**config.mk**
```make
export PLATFORM = sky130hd
export DESIGN_NAME = shift_issue_queue
export DESIGN_NICKNAME = d
export VERILOG_FILES = /design/src/rtl/shift_issue_queue.sv
export SDC_FILE = /design/constraint.sdc
export NUM_CORES = 1
export LEC_CHECK = 0
export BUFFER_PORTS_ARGS = -buffer_cell sky130_fd_sc_hd__buf_2
export CAP_MARGIN = 20
export CELL_PAD_IN_SITES_DETAIL_PLACEMENT = 1
export CELL_PAD_IN_SITES_GLOBAL_PLACEMENT = 1
export CORE_ASPECT_RATIO = 1.1
export CORE_UTILIZATION = 45
export DETAILED_ROUTE_END_ITERATION = 12
export PLACE_DENSITY = 0.84
export SETUP_SLACK_MARGIN = 0.5
export SLEW_MARGIN = 5
export SYNTH_ARGS = -nofsm -noshare
export SYNTH_HDL_FRONTEND = slang
export SYNTH_SLANG_ARGS = --single-unit
```
**constraint.sdc**
```tcl
create_clock -name clk -period 4.2 [get_ports clk]
set_input_delay 0.84 -clock clk [delete_from_list [all_inputs] [get_ports clk]]
set_output_delay 0.84 -clock clk [all_outputs]
set_load 0.02 [all_outputs]
```
**src/rtl/shift_issue_queue.sv**
```systemverilog
// Flow-controlled feeder for an external 8-bit combinational barrel shifter:
// command FIFO -> registered issue stage (drives shifter) -> result register.
module shift_issue_queue #(
  parameter int FIFO_DEPTH = 4,
  parameter int CNT_W      = 8
) (
  input  logic                        clk,
  input  logic                        rst,
  input  logic                        in_valid,
  output logic                        in_ready,
  input  logic [7:0]                  in_data,
  input  logic [2:0]                  in_shift,
  input  logic                        in_dir,
  input  logic                        in_arith,
  output logic [7:0]                  sh_din,
  output logic [2:0]                  sh_shift,
  output logic                        sh_dir,
  output logic                        sh_arith,
  input  logic [7:0]                  sh_dout,
  output logic                        out_valid,
  input  logic                        out_ready,
  output logic [7:0]                  out_data,
  output logic [$clog2(FIFO_DEPTH):0] fifo_count,
  output logic [CNT_W-1:0]            done_count
);
  localparam int AW = $clog2(FIFO_DEPTH);
  localparam logic [AW:0] DEPTH_C = (AW+1)'(FIFO_DEPTH);

  typedef struct packed {
    logic [7:0] data;
    logic [2:0] shift;
    logic       dir;
    logic       arith;
  } cmd_t;

  cmd_t             mem_q [FIFO_DEPTH];
  logic [AW-1:0]    wr_ptr_q, wr_ptr_d, rd_ptr_q, rd_ptr_d;
  logic [AW:0]      count_q, count_d;
  cmd_t             iss_q, iss_d;
  logic             iss_v_q, iss_v_d;
  logic             out_valid_q, out_valid_d;
  logic [7:0]       out_data_q, out_data_d;
  logic [CNT_W-1:0] done_q, done_d;
  logic             push, pop, out_free, iss_free, capture, out_hs;
  cmd_t             cmd_in;

  assign cmd_in   = '{data: in_data, shift: in_shift, dir: in_dir, arith: in_arith};
  // Ready depends only on registered occupancy, so a same-cycle pop never frees a slot.
  assign in_ready = (count_q < DEPTH_C);

  always_comb begin
    out_free    = !out_valid_q || out_ready;
    iss_free    = !iss_v_q || out_free;
    push        = in_valid && in_ready;
    pop         = (count_q != '0) && iss_free;
    capture     = iss_v_q && out_free;
    out_hs      = out_valid_q && out_ready;

    wr_ptr_d    = push ? wr_ptr_q + 1'b1 : wr_ptr_q;
    rd_ptr_d    = pop  ? rd_ptr_q + 1'b1 : rd_ptr_q;
    count_d     = count_q;
    if (push && !pop)      count_d = count_q + 1'b1;
    else if (!push && pop) count_d = count_q - 1'b1;

    iss_d   = iss_q;
    iss_v_d = iss_v_q;
    if (pop) begin
      iss_d   = mem_q[rd_ptr_q];
      iss_v_d = 1'b1;
    end else if (out_free) begin
      iss_v_d = 1'b0;
    end

    out_valid_d = out_valid_q;
    out_data_d  = out_data_q;
    if (capture) begin
      out_data_d  = sh_dout;
      out_valid_d = 1'b1;
    end else if (out_ready) begin
      out_valid_d = 1'b0;
    end

    done_d = out_hs ? done_q + 1'b1 : done_q;
  end

  // Storage needs no reset: pointers and count define which entries are live.
  always_ff @(posedge clk) begin
    if (push) mem_q[wr_ptr_q] <= cmd_in;
  end

  always_ff @(posedge clk or posedge rst) begin
    if (rst) begin
      wr_ptr_q    <= '0;
      rd_ptr_q    <= '0;
      count_q     <= '0;
      iss_q       <= '0;
      iss_v_q     <= 1'b0;
      out_valid_q <= 1'b0;
      out_data_q  <= 8'h00;
      done_q      <= '0;
    end else begin
      wr_ptr_q    <= wr_ptr_d;
      rd_ptr_q    <= rd_ptr_d;
      count_q     <= count_d;
      iss_q       <= iss_d;
      iss_v_q     <= iss_v_d;
      out_valid_q <= out_valid_d;
      out_data_q  <= out_data_d;
      done_q      <= done_d;
    end
  end

  assign sh_din     = iss_q.data;
  assign sh_shift   = iss_q.shift;
  assign sh_dir     = iss_q.dir;
  assign sh_arith   = iss_q.arith;
  assign out_valid  = out_valid_q;
  assign out_data   = out_data_q;
  assign fifo_count = count_q;
  assign done_count = done_q;

endmodule

```
==> impl_metrics.prom <==
# TYPE chip_impl_metric gauge
chip_impl_metric{name="final_layout_worst_hold_slack",unit="ns"} 0.482
chip_impl_info{name="synth.largest_area_cell",value="sky130_fd_sc_hd__edfxtp_1"} 1
chip_impl_metric{name="place_ws",unit="ns"} 1.47
chip_impl_metric{name="hpwl",unit="mm"} 4.01
chip_impl_metric{name="place.detailed.instances",unit=""} 343
chip_impl_metric{name="die-area",unit="sq um"} 8240
chip_impl_metric{name="grt_antenna_before_repair",unit=""} 0
chip_impl_metric{name="dr.first_iter.drc_count",unit=""} 42
chip_impl_metric{name="fmax",unit="GHz"} 0.422
chip_impl_metric{name="synth-adder-area-share",unit=""} 0.0268
chip_impl_metric{name="timing.final.crit_period",unit="ns"} 2.37
chip_impl_metric{name="n_antenna_cell",unit=""} 0
chip_impl_info{name="outcome",value="complete, no violations"} 1
chip_impl_info{name="critical_path_class",value="input port to flop"} 1
chip_impl_info{name="most_common_library_cells_after_synthesis",value="sky130_fd_sc_hd__edfxtp_1, sky130_fd_sc_hd__dfrtp_1, sky130_fd_sc_hd__mux2_2, sky130_fd_sc_hd__xnor2_1"} 1
chip_impl_metric{name="antenna_left",unit=""} 0
chip_impl_metric{name="internal-power",unit="mW"} 1.94
chip_impl_metric{name="design.final.nets",unit=""} 281
chip_impl_metric{name="area_inside_the_core_boundary",unit="sq um"} 7560
chip_impl_metric{name="finalWeightedCongestion",unit=""} 0.687
chip_impl_metric{name="yosys.area_share.xor_xnor",unit=""} 0.0321
chip_impl_metric{name="clk-insertion-delay-late",unit="ns"} 0.35
chip_impl_metric{name="grt_start_max_net_pins",unit=""} 39
chip_impl_metric{name="synth_area_per_cell",unit="sq um"} 19.4
chip_impl_metric{name="cts.clk_slew.worst_paths",unit="ns"} 0.09
chip_impl_metric{name="drcViolationCount",unit=""} 0
chip_impl_metric{name="ir_drop",unit="mV"} 0.308
chip_impl_metric{name="dieHeight",unit="microns"} 95.1
chip_impl_metric{name="design.portCount",unit=""} 59
chip_impl_info{name="worstSetupEndpointType",value="flop"} 1
chip_impl_metric{name="ys_warn_count",unit=""} 0
chip_impl_metric{name="power.switching_fraction",unit=""} 0.331
chip_impl_metric{name="initial_util",unit=""} 0.469
chip_impl_metric{name="synth_cell_types",unit=""} 28
chip_impl_metric{name="postCtsSetupBuffers",unit=""} 0
chip_impl_info{name="crit_path_start_kind",value="input port"} 1
chip_impl_metric{name="synth-edff-count",unit=""} 52
chip_impl_metric{name="leakagePower",unit="nW"} 1.65
chip_impl_metric{name="grt_first_pass_wirelength",unit="mm"} 9.93
chip_impl_info{name="postSynth.topFlopCell",value="sky130_fd_sc_hd__edfxtp_1"} 1
chip_impl_metric{name="synth_compound_area_frac",unit=""} 0.00388
chip_impl_metric{name="worst-slew-pin-transition",unit="ns"} 0.863
chip_impl_metric{name="combPwrFrac",unit=""} 0.324
chip_impl_metric{name="synth.cell_area",unit="sq um"} 3550
chip_impl_metric{name="gr-usage-all-layers",unit=""} 0.169
chip_impl_metric{name="rows",unit=""} 33
chip_impl_info{name="hold_path.class",value="flop to flop"} 1
chip_impl_metric{name="timing.max_cap.violations",unit=""} 0
chip_impl_metric{name="floorplan.die.width",unit="microns"} 86.7
chip_impl_metric{name="cts_resized",unit=""} 0
chip_impl_metric{name="power_frac_seq",unit=""} 0.476
chip_impl_metric{name="setup_slack",unit="ns"} 1.83
chip_impl_metric{name="clock-sinks",unit=""} 90
chip_impl_metric{name="dpl-instance-area",unit="sq um"} 3930
chip_impl_metric{name="power-per-cell-area",unit="nW/um^2"} 702
chip_impl_metric{name="buffer_ports.inserted",unit=""} 58
chip_impl_info{name="cts_root_buf",value="sky130_fd_sc_hd__clkbuf_8"} 1
chip_impl_metric{name="grt.overflow.total",unit=""} 0
chip_impl_info{name="synth.area.top_cells",value="sky130_fd_sc_hd__edfxtp_1, sky130_fd_sc_hd__dfrtp_1, sky130_fd_sc_hd__mux4_2, sky130_fd_sc_hd__mux2_2, sky130_fd_sc_hd__mux4_1"} 1
chip_impl_metric{name="max_slew_margin",unit=""} 0.424
chip_impl_metric{name="fin_tns_setup",unit="ns"} 0
chip_impl_metric{name="netlist_instances",unit=""} 183
chip_impl_metric{name="post_synth_mux_area_share",unit=""} 0.169
chip_impl_metric{name="post_layout_nonfiller_instances",unit=""} 359
chip_impl_metric{name="design_power_total",unit="mW"} 2.90
chip_impl_metric{name="wl_per_instance",unit="microns"} 16.8
chip_impl_metric{name="grt_pass1_vias",unit=""} 1996
chip_impl_info{name="cts_tree",value="done"} 1
chip_impl_metric{name="ys_seq_elements",unit=""} 90
chip_impl_metric{name="ctsLongestPathBuffers",unit=""} 2
chip_impl_metric{name="setup_viol",unit=""} 0
chip_impl_metric{name="synth_top_cell_area_share",unit=""} 0.440
chip_impl_metric{name="finalClockSkew",unit="ns"} 0.00986
chip_impl_metric{name="final_core_utilization",unit=""} 0.546
chip_impl_metric{name="netSwitchingPower",unit="uW"} 959
chip_impl_metric{name="net_count_after_synthesis",unit=""} 215
chip_impl_info{name="synth.most_common_cell",value="sky130_fd_sc_hd__edfxtp_1"} 1
chip_impl_metric{name="h-tree-depth",unit=""} 3
chip_impl_metric{name="synth-seq-area-share",unit=""} 0.708
chip_impl_metric{name="drt-vias-per-instance",unit=""} 5.03
chip_impl_metric{name="tritoncts.num_buffers",unit=""} 9
chip_impl_metric{name="power.clock.fraction",unit=""} 0.200
chip_impl_metric{name="total_count_of_max_transition_violations_in_the_final_report",unit=""} 0
chip_impl_metric{name="final_layout_size_suffix_gt1_frac",unit=""} 0.413
chip_impl_metric{name="detailedRoute.firstPassIterationCount",unit=""} 6
chip_impl_metric{name="arrival",unit="ns"} 2.61
chip_impl_metric{name="hold_fix_buffer_count_after_cts",unit=""} 0
chip_impl_metric{name="detail_route.wirelength",unit="mm"} 6.04
chip_impl_info{name="grt_setup_unrepaired",value="false"} 1
chip_impl_metric{name="layout_worst_path_cycle_share",unit=""} 0.564
chip_impl_info{name="synth_top_family_by_area",value="multiplexers"} 1
chip_impl_metric{name="syn_to_final_growth",unit="%"} 16.4
chip_impl_metric{name="simple_gate_share_of_the_synthesized_area",unit=""} 0.0388
chip_impl_metric{name="ys_async_sr_fraction",unit=""} 0.422
chip_impl_metric{name="worstPathMaxFanout",unit=""} 15
chip_impl_metric{name="num_vias",unit=""} 1806
chip_impl_metric{name="cp_required",unit="ns"} 4.44
chip_impl_metric{name="stdcell_area",unit="sq um"} 4130
chip_impl_metric{name="hold_viol_final",unit=""} 0
-- cell usage in the layout (no fill, tap or decap) --
cell	n
sky130_fd_sc_hd__nand4_1	3
sky130_fd_sc_hd__xor2_1	2
sky130_fd_sc_hd__fa_1	1
sky130_fd_sc_hd__and4_1	2
sky130_fd_sc_hd__mux4_2	8
sky130_fd_sc_hd__mux2_2	15
sky130_fd_sc_hd__xnor2_1	11
sky130_fd_sc_hd__nand3_1	1
sky130_fd_sc_hd__o31a_1	1
sky130_fd_sc_hd__bufinv_16	1
sky130_fd_sc_hd__and3_1	1
sky130_fd_sc_hd__buf_4	2
sky130_fd_sc_hd__nor2_1	1
sky130_fd_sc_hd__nand2b_1	2
sky130_fd_sc_hd__clkbuf_1	2
sky130_fd_sc_hd__o21ai_0	1
sky130_fd_sc_hd__nand3b_1	2
sky130_fd_sc_hd__nor3_1	1
sky130_fd_sc_hd__clkinvlp_4	1
sky130_fd_sc_hd__edfxtp_1	52
sky130_fd_sc_hd__nor2b_1	1
sky130_fd_sc_hd__inv_1	6
sky130_fd_sc_hd__mux2_4	8
sky130_fd_sc_hd__dfrtp_1	38
sky130_fd_sc_hd__mux4_1	5
sky130_fd_sc_hd__clkinv_2	1
sky130_fd_sc_hd__buf_2	58
sky130_fd_sc_hd__nand2_1	6
sky130_fd_sc_hd__and2_1	4
sky130_fd_sc_hd__ha_1	6
sky130_fd_sc_hd__clkinv_4	1
sky130_fd_sc_hd__clkbuf_8	10
-- worst paths after layout --
| path | startpoint | endpoint | slack (ns) | depth (start not counted) |
|---|---|---|---|---|
| worst max-delay path | out_ready | fifo_count[1] | 1.83 | 9 |
| worst min-delay path | done_count[7] | done_count[7] | 0.48 | 1 |
| worst max register to register | out_valid | fifo_count[1] | 2.00 | 8 |
| worst min register to register | done_count[7] | done_count[7] | 0.48 | 1 |
| max in group asynchronous | rst | sh_shift[2] | 3.25 | 3 |
| min in group asynchronous | rst | sh_din[6] | 0.59 | 3 |
-- sequential cells by signal, indices dropped and copies added (netlist names) --
signal,count
sh_dir,1
out_valid,1
iss_v_q,1
mem_q,52
sh_din,8
done_count,8
sh_shift,3
rd_ptr_q,2
sh_arith,1
out_data,8
fifo_count,3
wr_ptr_q,2
-- logic make-up (layout without fill, tap and decap cells) --
group	count (synthesis)	count (layout)
flip-flops	90	90
multiplexers	36	36
AND/OR/NAND/NOR	24	24
XOR/XNOR	13	13
buffers and inverters	11	82
adder cells (fa/ha/maj)	7	7
AO/OA/AOI/OAI	2	2
-- critical path, stage by stage --
cell	delay (ns)
sky130_fd_sc_hd__buf_2	0.12
sky130_fd_sc_hd__nand3b_1	0.16
sky130_fd_sc_hd__o31a_1	0.16
sky130_fd_sc_hd__buf_4	0.27
sky130_fd_sc_hd__inv_1	0.08
sky130_fd_sc_hd__ha_1	0.23
sky130_fd_sc_hd__inv_1	0.08
sky130_fd_sc_hd__fa_1	0.41
sky130_fd_sc_hd__mux2_2	0.26
-- per-layer routing --
metal | share of wire | global-route usage | vias to the layer above | wire length [microns]
met5 | 0 | 0 | - | 0
met4 | 0.010 | 0.0625 | 0 | 62
met3 | 0.051 | 0.0537 | 5 | 310
met2 | 0.51 | 0.290 | 59 | 3070
met1 | 0.43 | 0.202 | 920 | 2600
li1 | - | - | 822 | -
-- area by class of cell --
cell class	count	area, sq um
Inverter	6	22.5
Tap cell	105	131
Clock buffer	12	145
Clock inverter	4	51.3
Fill cell	724	3430
Multi-Input combinational cell	82	961
Sequential cell	90	2510
Timing Repair Buffer	60	305
-- power groups by stage --
stage                     Sequential (mW)  Combinational, mW  Clock (mW)
final                                1.38              0.939       0.581
after global routing                 1.42               1.02       0.629
after global placement               1.39              0.915           0
after floorplan                      1.48              0.608           0
after CTS                            1.39              0.957       0.602
after detailed placement             1.40              0.952           0
(Power assumes the default switching activity.)
